===== src/rtl/umstr_pkg.sv =====
`timescale 1ns/1ps
`default_nettype none
// +------------------------------------------------------------------+
// | umstr_pkg : shared types for the transmit stream merger. Rev 1.0 |
// +------------------------------------------------------------------+
package umstr_pkg;

  localparam int N_SRC = 3;

  typedef enum logic [1:0] {
    SRC_SD  = 2'd0,
    SRC_AU  = 2'd1,
    SRC_ARP = 2'd2
  } src_idx_t;

  typedef enum logic {
    ST_IDLE = 1'b0,
    ST_SEND = 1'b1
  } merger_state_t;

  function automatic src_idx_t rr_next(input src_idx_t cur);
    src_idx_t nxt;
    case (cur)
      SRC_SD:  nxt = SRC_AU;
      SRC_AU:  nxt = SRC_ARP;
      default: nxt = SRC_SD;
    endcase
    return nxt;
  endfunction

  // First requester after 'last' in SD->AU->ARP order; 'last' itself is tried last.
  function automatic src_idx_t rr_pick(input src_idx_t last, input logic [N_SRC-1:0] req);
    src_idx_t cand;
    src_idx_t pick;
    logic     found;
    cand  = last;
    pick  = last;
    found = 1'b0;
    for (int i = 0; i < N_SRC; i++) begin
      cand = rr_next(cand);
      if (!found && req[cand]) begin
        pick  = cand;
        found = 1'b1;
      end
    end
    return pick;
  endfunction

endpackage : umstr_pkg
`default_nettype wire


===== src/rtl/umstr_axis_skid.sv =====
`timescale 1ns/1ps
`default_nettype none
// +------------------------------------------------------------------+
// | umstr_axis_skid : registered 2-deep AXI-Stream skid. Rev 1.0     |
// +------------------------------------------------------------------+
module umstr_axis_skid #(
  parameter int T_DATA_WIDTH = 32,
  parameter int T_KEEP_WIDTH = 4
) (
  input  logic                    clk,
  input  logic                    reset_n,
  input  logic [T_DATA_WIDTH-1:0] s_tdata_i,
  input  logic [T_KEEP_WIDTH-1:0] s_tkeep_i,
  input  logic                    s_tlast_i,
  input  logic                    s_tvld_i,
  output logic                    s_trdy_o,
  output logic [T_DATA_WIDTH-1:0] m_tdata_o,
  output logic [T_KEEP_WIDTH-1:0] m_tkeep_o,
  output logic                    m_tlast_o,
  output logic                    m_tvld_o,
  input  logic                    m_trdy_i
);

  logic                    m_vld_q,  m_vld_d;
  logic [T_DATA_WIDTH-1:0] m_data_q, m_data_d;
  logic [T_KEEP_WIDTH-1:0] m_keep_q, m_keep_d;
  logic                    m_last_q, m_last_d;
  logic                    sk_vld_q,  sk_vld_d;
  logic [T_DATA_WIDTH-1:0] sk_data_q, sk_data_d;
  logic [T_KEEP_WIDTH-1:0] sk_keep_q, sk_keep_d;
  logic                    sk_last_q, sk_last_d;
  logic                    accept;

  // Ready comes straight from a flop: the stage accepts whenever the skid slot is free.
  assign s_trdy_o = ~sk_vld_q;
  assign accept   = s_tvld_i & ~sk_vld_q;

  always_comb begin
    m_vld_d   = m_vld_q;
    m_data_d  = m_data_q;
    m_keep_d  = m_keep_q;
    m_last_d  = m_last_q;
    sk_vld_d  = sk_vld_q;
    sk_data_d = sk_data_q;
    sk_keep_d = sk_keep_q;
    sk_last_d = sk_last_q;
    if (m_trdy_i || !m_vld_q) begin
      if (sk_vld_q) begin
        m_vld_d  = 1'b1;
        m_data_d = sk_data_q;
        m_keep_d = sk_keep_q;
        m_last_d = sk_last_q;
        sk_vld_d = 1'b0;
      end else begin
        m_vld_d = accept;
        if (accept) begin
          m_data_d = s_tdata_i;
          m_keep_d = s_tkeep_i;
          m_last_d = s_tlast_i;
        end
      end
    end else if (accept) begin
      // Output is stalled: park the in-flight beat so nothing is lost.
      sk_vld_d  = 1'b1;
      sk_data_d = s_tdata_i;
      sk_keep_d = s_tkeep_i;
      sk_last_d = s_tlast_i;
    end
  end

  always_ff @(posedge clk or negedge reset_n) begin
    if (!reset_n) begin
      m_vld_q   <= 1'b0;
      m_data_q  <= '0;
      m_keep_q  <= '0;
      m_last_q  <= 1'b0;
      sk_vld_q  <= 1'b0;
      sk_data_q <= '0;
      sk_keep_q <= '0;
      sk_last_q <= 1'b0;
    end else begin
      m_vld_q   <= m_vld_d;
      m_data_q  <= m_data_d;
      m_keep_q  <= m_keep_d;
      m_last_q  <= m_last_d;
      sk_vld_q  <= sk_vld_d;
      sk_data_q <= sk_data_d;
      sk_keep_q <= sk_keep_d;
      sk_last_q <= sk_last_d;
    end
  end

  assign m_tvld_o  = m_vld_q;
  assign m_tdata_o = m_data_q;
  assign m_tkeep_o = m_keep_q;
  assign m_tlast_o = m_last_q;

endmodule : umstr_axis_skid
`default_nettype wire


===== src/rtl/umstr_st_merger.sv =====
`timescale 1ns/1ps
`default_nettype none
// +------------------------------------------------------------------+
// | umstr_st_merger : packet round-robin merge of SD/AU/ARP to TSE.  |
// | Rev 1.0                                                          |
// +------------------------------------------------------------------+
module umstr_st_merger
  import umstr_pkg::*;
#(
  parameter int T_DATA_WIDTH = 32,
  parameter int T_KEEP_WIDTH = 4
) (
  input  logic                    clk,
  input  logic                    reset_n,
  input  logic [T_DATA_WIDTH-1:0] sd_tdata_i,
  input  logic                    sd_tvld_i,
  input  logic                    sd_tlast_i,
  input  logic [T_KEEP_WIDTH-1:0] sd_tkeep_i,
  output logic                    sd_trdy_o,
  input  logic [T_DATA_WIDTH-1:0] au_tdata_i,
  input  logic                    au_tvld_i,
  input  logic                    au_tlast_i,
  input  logic [T_KEEP_WIDTH-1:0] au_tkeep_i,
  output logic                    au_trdy_o,
  input  logic [T_DATA_WIDTH-1:0] arp_tdata_i,
  input  logic                    arp_tvld_i,
  input  logic                    arp_tlast_i,
  input  logic [T_KEEP_WIDTH-1:0] arp_tkeep_i,
  output logic                    arp_trdy_o,
  output logic [T_DATA_WIDTH-1:0] to_tse_tdata_o,
  output logic                    to_tse_tvld_o,
  output logic                    to_tse_tlast_o,
  output logic [T_KEEP_WIDTH-1:0] to_tse_tkeep_o,
  input  logic                    to_tse_trdy_i
);

  logic [T_DATA_WIDTH-1:0] src_tdata [N_SRC];
  logic [T_KEEP_WIDTH-1:0] src_tkeep [N_SRC];
  logic [N_SRC-1:0]        src_tvld;
  logic [N_SRC-1:0]        src_tlast;
  logic [N_SRC-1:0]        src_trdy;

  merger_state_t state_q, state_d;
  src_idx_t      grant_q, grant_d;
  src_idx_t      last_grant_q, last_grant_d;

  logic [T_DATA_WIDTH-1:0] sel_tdata;
  logic [T_KEEP_WIDTH-1:0] sel_tkeep;
  logic                    sel_tlast;
  logic                    sel_tvld;
  logic                    skid_trdy;
  logic                    beat_fire;

  assign src_tdata[SRC_SD]  = sd_tdata_i;
  assign src_tdata[SRC_AU]  = au_tdata_i;
  assign src_tdata[SRC_ARP] = arp_tdata_i;
  assign src_tkeep[SRC_SD]  = sd_tkeep_i;
  assign src_tkeep[SRC_AU]  = au_tkeep_i;
  assign src_tkeep[SRC_ARP] = arp_tkeep_i;
  assign src_tvld           = {arp_tvld_i,  au_tvld_i,  sd_tvld_i};
  assign src_tlast          = {arp_tlast_i, au_tlast_i, sd_tlast_i};

  // Ready reaches a source only while it holds the grant; depends on flops only.
  for (genvar g = 0; g < N_SRC; g++) begin : g_trdy
    assign src_trdy[g] = (state_q == ST_SEND) && (grant_q == src_idx_t'(g)) && skid_trdy;
  end

  assign sd_trdy_o  = src_trdy[SRC_SD];
  assign au_trdy_o  = src_trdy[SRC_AU];
  assign arp_trdy_o = src_trdy[SRC_ARP];

  assign sel_tdata = src_tdata[grant_q];
  assign sel_tkeep = src_tkeep[grant_q];
  assign sel_tlast = src_tlast[grant_q];
  assign sel_tvld  = (state_q == ST_SEND) && src_tvld[grant_q];
  assign beat_fire = sel_tvld && skid_trdy;

  always_comb begin
    state_d      = state_q;
    grant_d      = grant_q;
    last_grant_d = last_grant_q;
    case (state_q)
      ST_IDLE: begin
        if (|src_tvld) begin
          grant_d = rr_pick(last_grant_q, src_tvld);
          state_d = ST_SEND;
        end
      end
      ST_SEND: begin
        if (beat_fire && sel_tlast) begin
          last_grant_d = grant_q;
          state_d      = ST_IDLE;
        end
      end
      default: state_d = ST_IDLE;
    endcase
  end

  // last_grant resets to ARP so the first search starts at SD; grant is unused in IDLE.
  always_ff @(posedge clk or negedge reset_n) begin
    if (!reset_n) begin
      state_q      <= ST_IDLE;
      grant_q      <= SRC_SD;
      last_grant_q <= SRC_ARP;
    end else begin
      state_q      <= state_d;
      grant_q      <= grant_d;
      last_grant_q <= last_grant_d;
    end
  end

  umstr_axis_skid #(
    .T_DATA_WIDTH (T_DATA_WIDTH),
    .T_KEEP_WIDTH (T_KEEP_WIDTH)
  ) u_out_skid (
    .clk       (clk),
    .reset_n   (reset_n),
    .s_tdata_i (sel_tdata),
    .s_tkeep_i (sel_tkeep),
    .s_tlast_i (sel_tlast),
    .s_tvld_i  (sel_tvld),
    .s_trdy_o  (skid_trdy),
    .m_tdata_o (to_tse_tdata_o),
    .m_tkeep_o (to_tse_tkeep_o),
    .m_tlast_o (to_tse_tlast_o),
    .m_tvld_o  (to_tse_tvld_o),
    .m_trdy_i  (to_tse_trdy_i)
  );

endmodule : umstr_st_merger
`default_nettype wire

===== config.mk =====
export PLATFORM = sky130hd
export DESIGN_NAME = umstr_st_merger
export DESIGN_NICKNAME = d
export VERILOG_FILES = /design/src/rtl/umstr_pkg.sv /design/src/rtl/umstr_axis_skid.sv /design/src/rtl/umstr_st_merger.sv
export SDC_FILE = /design/constraint.sdc
export NUM_CORES = 1
export LEC_CHECK = 0
export ABC_AREA = 1
export ABC_CLOCK_PERIOD_IN_PS = 1450
export BUFFER_PORTS_ARGS = -buffer_cell sky130_fd_sc_hd__buf_2
export CAP_MARGIN = 20
export CORE_ASPECT_RATIO = 1.2
export CORE_MARGIN = 2
export CORE_UTILIZATION = 35
export DETAILED_ROUTE_END_ITERATION = 6
export PLACE_DENSITY_LB_ADDON = 0.15
export RECOVER_POWER = 50
export SLEW_MARGIN = 20
export SYNTH_ARGS = -nofsm -noshare
export SYNTH_HDL_FRONTEND = slang
export SYNTH_SLANG_ARGS = --single-unit

===== constraint.sdc =====
create_clock -name clk -period 1.45 [get_ports clk]
set_input_delay 0.0725 -clock clk [delete_from_list [all_inputs] [get_ports clk]]
set_output_delay 0.0725 -clock clk [all_outputs]
set_load 0.005 [all_outputs]

==> qor.txt, run 1 <==
========================================================================================
Result of the run                                                           finished with violations
Violated checks                                                             negative setup slack
Clock tree from TritonCTS                                                          built
Die boundary height                                                             126.5 µm
Clock buffers created by TritonCTS                                                     9
Effective utilization at floorplan                                                35.95%
Number of primary I/O pins                                                           158
Gpl congestion                                                                    0.7860
Area post-placement                                                             5630 µm²
Setup TNS                                                                      -5.574 ns
Clock tree root buffer cell                                                 sky130_fd_sc_hd__clkbuf_16
Cells traversed along the worst timing path                                 inv_2 -> nand2_4 -> inv_4 -> nand2_4 -> nand3_4 -> nand2_4 -> nand2_4 -> nand2_8 -> clkbuf_16 -> nand2_2 -> o21ai_2
Commonest non-fill, non-tap cells in the layout                             sky130_fd_sc_hd__nand2_1, sky130_fd_sc_hd__buf_2, sky130_fd_sc_hd__dfrtp_1, sky130_fd_sc_hd__buf_4, sky130_fd_sc_hd__nand3_1
Overflow after GRT                                                                     0
Die area                                                                      13,410 µm²
Final worst hold slack                                                        0.07595 ns
Signal arrival time at the worst endpoint                                        1.80 ns
Total half-perimeter wirelength after legalization and detailed placement        8462 µm
Vias per cell                                                                      4.742
Final Cycle Share                                                                 109.1%
Area of the mapped netlist                                                      4374 µm²
Worst Hold Class                                                                  in2reg
Synthesis-to-layout area growth                                                   53.98%
Initial DRT Pass Iterations                                                            4
Core box area                                                                 12,170 µm²
Min cycle time layout                                                           1.583 ns
Share of layout cells above drive strength 1                                      44.07%
Average routed wire per standard cell                                           13.59 µm
Post-route ant nets                                                                    0
Port Buffer Count                                                                    157
Maximum number of pins on one net before global-route repair                          56
Share of total power consumed by net switching                                    40.16%
Largest buffer count on any clock path                                                 2
Placed insts                                                                         910
Horiz. Die Dim                                                                  106.1 µm
Crit path capture type                                                          register
Proportion of synthesized chip area in sequential cells                           46.37%
Mapped Cells                                                                         579
Crit-path slowest cell                                                      sky130_fd_sc_hd__dfrtp_1
Comb power frac                                                                    58.4%
Overall routed net length                                                      12,960 µm
Count of buffering cells on the critical path with inverters included                  3
Lkg Pwr                                                                         3.500 nW
Final setup vio count                                                                 73
Family of cells with the greatest summed delay on the critical path         simple AND/OR/NAND/NOR gates
Clock share of power                                                               16.0%
Cell-internal power                                                           0.009309 W
Max-slew violation total from the final report                                         0
DR DRC count                                                                           0
Share of the synthesized area in the top cell type                                45.77%
Largest cells by area after synthesis                                       sky130_fd_sc_hd__dfrtp_1, sky130_fd_sc_hd__nand2_1, sky130_fd_sc_hd__o21ai_2, sky130_fd_sc_hd__nand3_1, sky130_fd_sc_hd__o21ai_0
Overall routing resource usage                                                    18.59%
Cell variety after synth                                                              22
Initial antenna violation count                                                        0
Total power divided by cell area                                             2310 nW/µm²
Setup WS post-layout                                                          -0.1327 ns
Maximum VDD drop                                                                 1056 µV
Total number of vias                                                               4,519
Psw                                                                           0.006249 W
Clock Latency Late Sink                                                          0.33 ns
Total nets after synthesis                                                           696
Layout Cells excl Fill                                                               953
Cell accounting for the most synthesized area                               sky130_fd_sc_hd__dfrtp_1
Starting DRC count in detailed routing                                               191
Most common library cell in the layout ignoring fill and taps               sky130_fd_sc_hd__nand2_1
Unrepaired setup endpoints after global routing                                      yes
Required time at the endpoint of the critical path                               1.67 ns
Maximum operating frequency                                                    631.9 MHz
H-tree depth reported by CTS                                                           3
Clock-pin slew of the registers on the worst-case setup and hold paths           0.06 ns
Post-synthesis area per instance                                               7.555 µm²
Critical path peak fanout                                                              8
Post-route clock skew                                                        0.005693 ns
First-pass GRT wire length                                                     20,030 µm
Row count                                                                             44
Slowest Stage Delay on Critical Path                                             0.42 ns
Nature of the critical path startpoint                                          register
Register bit total from synthesis                                                     81
Type of the worst setup path                                                     reg2reg
TritonCTS sink count                                                                  81
Worst slew margin relative to its limit                                           51.72%
Worst slew pin tran                                                            0.7241 ns
Vias in the first global route                                                     4,227
Crit path top cell by count                                                 sky130_fd_sc_hd__nand2_4
Antenna cells                                                                          0
Final Instance Area                                                             6735 µm²
Total number of yosys warnings                                                         0
Count of endpoints failing hold in the final timing report                             0
Final net count                                                                      904
Sequential cell fraction of total power                                            25.7%
Total of max-cap violations                                                            0
========================================================================================
-- registers in the layout, summed over array words and instances (netlist names) --
register	count
last_grant_q	2
u_out_skid.m_tvld_o	1
u_out_skid.sk_vld_q	1
u_out_skid.m_tdata_o	32
u_out_skid.sk_keep_q	4
u_out_skid.sk_last_q	1
grant_q	2
u_out_skid.m_tkeep_o	4
state_q	1
u_out_skid.m_tlast_o	1
u_out_skid.sk_data_q	32
-- final cells by class --
class / instances / area (µm²)
Tap cell: 161 / 201.4
Clock inverter: 5 / 77.57
Clock buffer: 11 / 252.7
Inverter: 33 / 136.4
Timing Repair Buffer: 229 / 1667
Fill cell: 1144 / 5431
Sequential cell: 81 / 2031
Multi-Input combinational cell: 433 / 2370
-- power by group through the flow --
stage	clock network (W)	registers (W)	logic [W]
2_1_floorplan	0	0.00382	0.00423
3_3_place_gp	0	0.00385	0.00656
3_5_place_dp	0	0.00388	0.00673
4_1_cts	0.00254	0.00388	0.00765
5_1_grt	0.00263	0.00412	0.00998
6_report	0.00249	0.00399	0.00908
-- metal layers --
layer	global-route usage [%]	vias to the layer above	share of wire, %
met5	0	-	0
met3	3.597	11	4.6
met1	23.38	2113	44
li1	-	2257	-
met2	32.71	138	50
met4	4.876	0	1.1
-- synthesized netlist by cell type (all sizes together) --
library cell    n
a31oi           1
o21a            1
nor2           12
clkbuf          7
mux2i          17
nand3          46
inv            33
nand2         273
dfrtp          80
a21oi           1
nor3            2
dfstp           1
buf            26
o21ai          79
-- metrics by stage --
step	setup WS, ns	util, %	total power [W]
6_report	-0.1327	55.36	0.01556
5_1_grt	-0.2006	55.36	0.01673
4_1_cts	-0.08017	51.42	0.01407
3_5_place_dp	-0.1206	46.28	0.01061
3_3_place_gp	-0.03759	46.28	0.01041
2_1_floorplan	0.04058	-	0.008053
-- path summary, 6_finish.rpt --
kind / from / slack, ns / cells after the start / end
hold / removal: arp_tdata_i[6] / 0.08 / 5 / u_out_skid.sk_data_q[6]$_DFFE_PN0P_
max in group asynchronous: reset_n / 0.16 / 3 / last_grant_q[1]$_DFFE_PN1P_
setup reg to reg: grant_q[0]$_DFFE_PN0P_ / -0.13 / 11 / u_out_skid.m_tdata_o[31]$_DFFE_PN0P_
setup / recovery: grant_q[0]$_DFFE_PN0P_ / -0.13 / 11 / u_out_skid.m_tdata_o[31]$_DFFE_PN0P_
min in group asynchronous: reset_n / 0.33 / 2 / u_out_skid.m_tdata_o[14]$_DFFE_PN0P_
hold reg to reg: u_out_skid.sk_data_q[6]$_DFFE_PN0P_ / 0.48 / 2 / u_out_skid.sk_data_q[6]$_DFFE_PN0P_
-- worst reg2reg max path: stages, from the launching register on --
cell                        delay (ns)
sky130_fd_sc_hd__dfrtp_1          0.42
sky130_fd_sc_hd__inv_2            0.14
sky130_fd_sc_hd__nand2_4          0.08
sky130_fd_sc_hd__inv_4            0.08
sky130_fd_sc_hd__nand2_4          0.05
sky130_fd_sc_hd__nand3_4          0.06
sky130_fd_sc_hd__nand2_4          0.06
sky130_fd_sc_hd__nand2_4          0.11
sky130_fd_sc_hd__nand2_8          0.12
sky130_fd_sc_hd__clkbuf_16        0.22
sky130_fd_sc_hd__nand2_2          0.06
sky130_fd_sc_hd__o21ai_2          0.05
-- timing repair --
| action | in CTS | in global routing |
|---|---|---|
| buffers inserted | 8 | 8 |
| hold endpoints to repair | 26 | 0 |
| pin swaps | 2 | 8 |
| resized for setup | 46 | 79 |
| setup endpoints to repair | 77 | 82 |
| cloned | 5 | 7 |
| hold buffers | 1 | 0 |
-- cells by family after synthesis --
kind of cell           share of synthesized area (%)
buffers and inverters                          7.695
AOI/OAI and AO/OA                              11.70
and+or+nand+nor                                30.35
DFF                                            46.37
muxes                                          3.890
No activity file was read; power rests on OpenSTA's default activity.
==> inputs of run 2 (changes only) <==
--- a/config.mk
+++ b/config.mk
@@ -5,7 +5,6 @@
 export SDC_FILE = /design/constraint.sdc
 export NUM_CORES = 1
 export LEC_CHECK = 0
-export ABC_AREA = 1
 export ABC_CLOCK_PERIOD_IN_PS = 1450
 export BUFFER_PORTS_ARGS = -buffer_cell sky130_fd_sc_hd__buf_2
 export CAP_MARGIN = 20
@@ -15,6 +14,7 @@
 export DETAILED_ROUTE_END_ITERATION = 6
 export PLACE_DENSITY_LB_ADDON = 0.15
 export RECOVER_POWER = 50
+export SETUP_SLACK_MARGIN = 0.1
 export SLEW_MARGIN = 20
 export SYNTH_ARGS = -nofsm -noshare
 export SYNTH_HDL_FRONTEND = slang
==> qor.txt, run 2 <==
========================================================================================
Total nets after synthesis                                                           490   -30%
Combinational family with the most area after synthesis                     multiplexers
Area share of and/or/nand/nor cells after synthesis                               10.14%   -20 points
Endpoint of the worst hold-timing path                                      u_out_skid.sk_data_q[16]$_DFFE_PN0P_
Commonest non-fill, non-tap cells in the layout                             sky130_fd_sc_hd__buf_2, sky130_fd_sc_hd__dfrtp_1, sky130_fd_sc_hd__mux2i_1, sky130_fd_sc_hd__buf_4, sky130_fd_sc_hd__o221a_2
Maximum VDD drop                                                                886.8 µV   -16%
Cell variety after synth                                                              35   +59%
Required time at the endpoint of the critical path                               1.67 ns   about the same
Result of the run                                                           finished with violations
Violated checks                                                             negative setup slack
Number of cells on the worst reg-to-reg path                                           5   -6
Post-route clock skew                                                        0.008691 ns   +0.002998 ns
Type of the worst setup path                                                     reg2reg
Dominant cell by count in the synthesized netlist                           sky130_fd_sc_hd__dfrtp_1
R2R Path End                                                                u_out_skid.m_tkeep_o[0]$_DFFE_PN0P_
Setup TNS                                                                      -14.46 ns   -8.891 ns
Worst Hold Class                                                                  in2reg
Final setup vio count                                                                 81   +11%
Core box area                                                                 12,000 µm²   -1.4%
Synthesis-to-layout area growth                                                   50.37%
Count of fill cells added during filler insertion                                  1,124   -1.7%
Overflow after GRT                                                                     0   unchanged
Clock tree from TritonCTS                                                          built
Vias in the first global route                                                     4,011   -5.1%
Maximum operating frequency                                                    585.4 MHz   -7.4%
Total of max-cap violations                                                            0   unchanged
Number of flops mapped to enable cells by yosys                                        0   unchanged
Clock-pin slew of the registers on the worst-case setup and hold paths           0.06 ns   about the same
Mapped Cells                                                                         373   -36%
First-pass GRT wire length                                                     20,100 µm   +0.34%
R2R setup slack                                                                 -0.26 ns   -0.13 ns
Initial DRT Pass Iterations                                                            4   unchanged
Count of buffering cells on the critical path with inverters included                  1   -2
Lkg Pwr                                                                         3.096 nW   -12%
Total number of vias                                                               3,813   -16%
Critical path peak fanout                                                              9   +1
Starting DRC count in detailed routing                                               176   -7.9%
Post-synthesis mux area share                                                     19.19%   +15 points
Fraction of synthesis flops using an asynchronous set or reset pin                100.0%   unchanged
Gpl congestion                                                                    0.7390   -6.0%
Reg2Reg Launch Point                                                        grant_q[1]$_DFFE_PN0P_
Average routed wire per standard cell                                           17.82 µm   +31%
Clock buffers created by TritonCTS                                                     9   unchanged
Count of endpoints failing hold in the final timing report                             0   unchanged
Clock tree root buffer cell                                                 sky130_fd_sc_hd__clkbuf_16
Die boundary height                                                             124.8 µm   -1.3%
Effective utilization at floorplan                                                35.48%   -0.47 points
Signal arrival time at the worst endpoint                                        1.93 ns   +0.13 ns
Worst slew margin relative to its limit                                           47.07%   -4.7 points
Synth Area in Compound Gates                                                      17.31%   +5.6 points
Share of the synthesized area in the top cell type                                47.02%   +1.3 points
Post-synthesis area per instance                                               11.42 µm²   +51%
Post-route ant nets                                                                    0   unchanged
Nature of the critical path startpoint                                          register
Post-synthesis share of cell area spent on xor and xnor gates                         0%   unchanged
Number of primary I/O pins                                                           158   unchanged
Largest cells by area after synthesis                                       sky130_fd_sc_hd__dfrtp_1, sky130_fd_sc_hd__mux2i_1, sky130_fd_sc_hd__o221a_2, sky130_fd_sc_hd__a2bb2oi_1, sky130_fd_sc_hd__nand4_1
DR DRC count                                                                           0   unchanged
Register bit total from synthesis                                                     81   unchanged
Hold Path Origin                                                            au_tdata_i[16]
Setup WS post-layout                                                          -0.2583 ns   -0.1256 ns
Worst slew pin tran                                                            0.7940 ns   +0.06983 ns
Cell accounting for the most synthesized area                               sky130_fd_sc_hd__dfrtp_1
Final Cycle Share                                                                 117.8%   +8.7 points
Row count                                                                             44   unchanged
Max-slew violation total from the final report                                         0   unchanged
Final net count                                                                      686   -24%
Initial antenna violation count                                                        1   +1
Clock Latency Late Sink                                                          0.34 ns   about the same
Cell types with the highest counts after synthesis                          sky130_fd_sc_hd__dfrtp_1, sky130_fd_sc_hd__mux2i_1, sky130_fd_sc_hd__o221a_2
Die area                                                                      13,070 µm²   -2.6%
Overall routing resource usage                                                    19.45%   +0.86 points
Worst slack at placement                                                      -0.3239 ns   -0.2034 ns
Hold path depth                                                                        3   -2
Total power divided by cell area                                             2363 nW/µm²   +2.3%
Min cycle time layout                                                           1.708 ns   +0.1256 ns
Total half-perimeter wirelength after legalization and detailed placement        8499 µm   +0.43%
Total number of yosys warnings                                                         0   unchanged
Cells traversed along the worst timing path                                 mux2i_4 -> nor3b_2 -> o31a_4 -> clkbuf_16 -> o221a_2
Adder and majority gate portion of the synthesized area                               0%   unchanged
Overall routed net length                                                      13,110 µm   +1.2%
Port Buffer Count                                                                    157   unchanged
H-tree depth reported by CTS                                                           3   unchanged
Family of cells with the greatest summed delay on the critical path         compound AO/OA/AOI/OAI gates
Most common library cell in the layout ignoring fill and taps               sky130_fd_sc_hd__buf_2
Crit-path slowest cell                                                      sky130_fd_sc_hd__dfrtp_2
Unrepaired setup endpoints after global routing                                      yes
Final standard cell utilization of the core                                       53.35%   -2.0 points
Maximum number of pins on one net before global-route repair                          31   -45%
Slowest Stage Delay on Critical Path                                             0.41 ns   about the same
Share of layout cells above drive strength 1                                      58.19%   +14 points
Largest buffer count on any clock path                                                 2   unchanged
Proportion of synthesized chip area in sequential cells                           47.63%   +1.3 points
Vias per cell                                                                      5.181   +9.3%
Area of the mapped netlist                                                      4258 µm²   -2.7%
Horiz. Die Dim                                                                  104.7 µm   -1.3%
Crit path capture type                                                          register
Post-synth top flop                                                         sky130_fd_sc_hd__dfrtp_1
TritonCTS sink count                                                                  81   unchanged
========================================================================================
run 2: cells by family after synthesis:
group,count (synthesis)
buf+inv,57
flops,81
simple gates,76
mux,78
compound gates,81
run 2: final cells by class:
| cell class | instances | area [µm²] | area share [%] |
|---|---|---|---|
| sequential | 81 | 2033 | 31.76 |
| clock buffer | 15 | 287.8 | 4.495 |
| timing repair buffer | 219 | 1506 | 23.53 |
| multi-input combinational | 235 | 2277 | 35.57 |
| tap | 161 | 201.4 | 3.146 |
| inverter | 23 | 86.33 | 1.348 |
| clock inverter | 1 | 7.507 | 0.1173 |
| antenna | 1 | 2.502 | 0.03909 |
run 2: power by group:
| group | leakage, nW | total [W] | switching (W) | internal (W) |
|---|---|---|---|---|
| logic | 2.02 | 0.00871 | 0.00374 | 0.00497 |
| clock network | 0.142 | 0.00221 | 0.000865 | 0.00135 |
| registers | 0.937 | 0.00421 | 0.000742 | 0.00346 |
| total | 3.10 | 0.0151 | 0.00535 | 0.00978 |
run 2: metrics by stage:
step | instance area (µm²) | hold slack (ns) | std cells | total power, W
floorplan | 4347 | -0.2231 | 373 | 0.008564
global placement | 5478 | 0.04614 | 689 | 0.01078
detailed placement | 5478 | 0.05103 | 689 | 0.01100
CTS | 5998 | 0.01359 | 717 | 0.01391
global route | 6402 | 0.03928 | 736 | 0.01607
finish | 6402 | 0.02750 | 736 | 0.01513
run 2: worst max path at each step:
stage                            from                                   end  slack [ns]  cells after the start
2_1_floorplan  grant_q[1]$_DFFE_PN0P_  u_out_skid.sk_data_q[10]$_DFFE_PN0P_       -0.25                      7
3_3_place_gp   grant_q[1]$_DFFE_PN0P_           last_grant_q[0]$_DFFE_PN0P_       -0.27                      5
5_1_grt        grant_q[1]$_DFFE_PN0P_           last_grant_q[0]$_DFFE_PN0P_       -0.32                      6
3_5_place_dp   grant_q[1]$_DFFE_PN0P_           last_grant_q[0]$_DFFE_PN0P_       -0.32                      5
6_report       grant_q[1]$_DFFE_PN0P_   u_out_skid.m_tkeep_o[0]$_DFFE_PN0P_       -0.26                      5
4_1_cts        grant_q[1]$_DFFE_PN0P_   u_out_skid.m_tdata_o[0]$_DFFE_PN0P_       -0.22                      5
run 2: worst reg2reg max path, stage by stage (launching register included):
cell and delay, ns:
sky130_fd_sc_hd__dfrtp_2 0.41, sky130_fd_sc_hd__mux2i_4 0.30, sky130_fd_sc_hd__nor3b_2 0.09, sky130_fd_sc_hd__o31a_4 0.35, sky130_fd_sc_hd__clkbuf_16 0.20, sky130_fd_sc_hd__o221a_2 0.25
run 2: routing by layer:
metal / share of wire (%) / vias up / track usage [%]
met2: 52 / 95 / 34.72
met1: 43 / 1908 / 23.76
met4: 1.5 / 0 / 5.804
li1: - / 1797 / -
met3: 3.8 / 13 / 3.611
met5: 0 / - / 0
run 2: repair_timing:
item | CTS | global route
pin swaps | 3 | 6
setup buffers | 10 | 15
hold endpoints to repair | 27 | 0
setup endpoints to repair | 82 | 82
gates cloned | 1 | 4
hold buffers | 1 | 0
gates resized for setup | 26 | 37
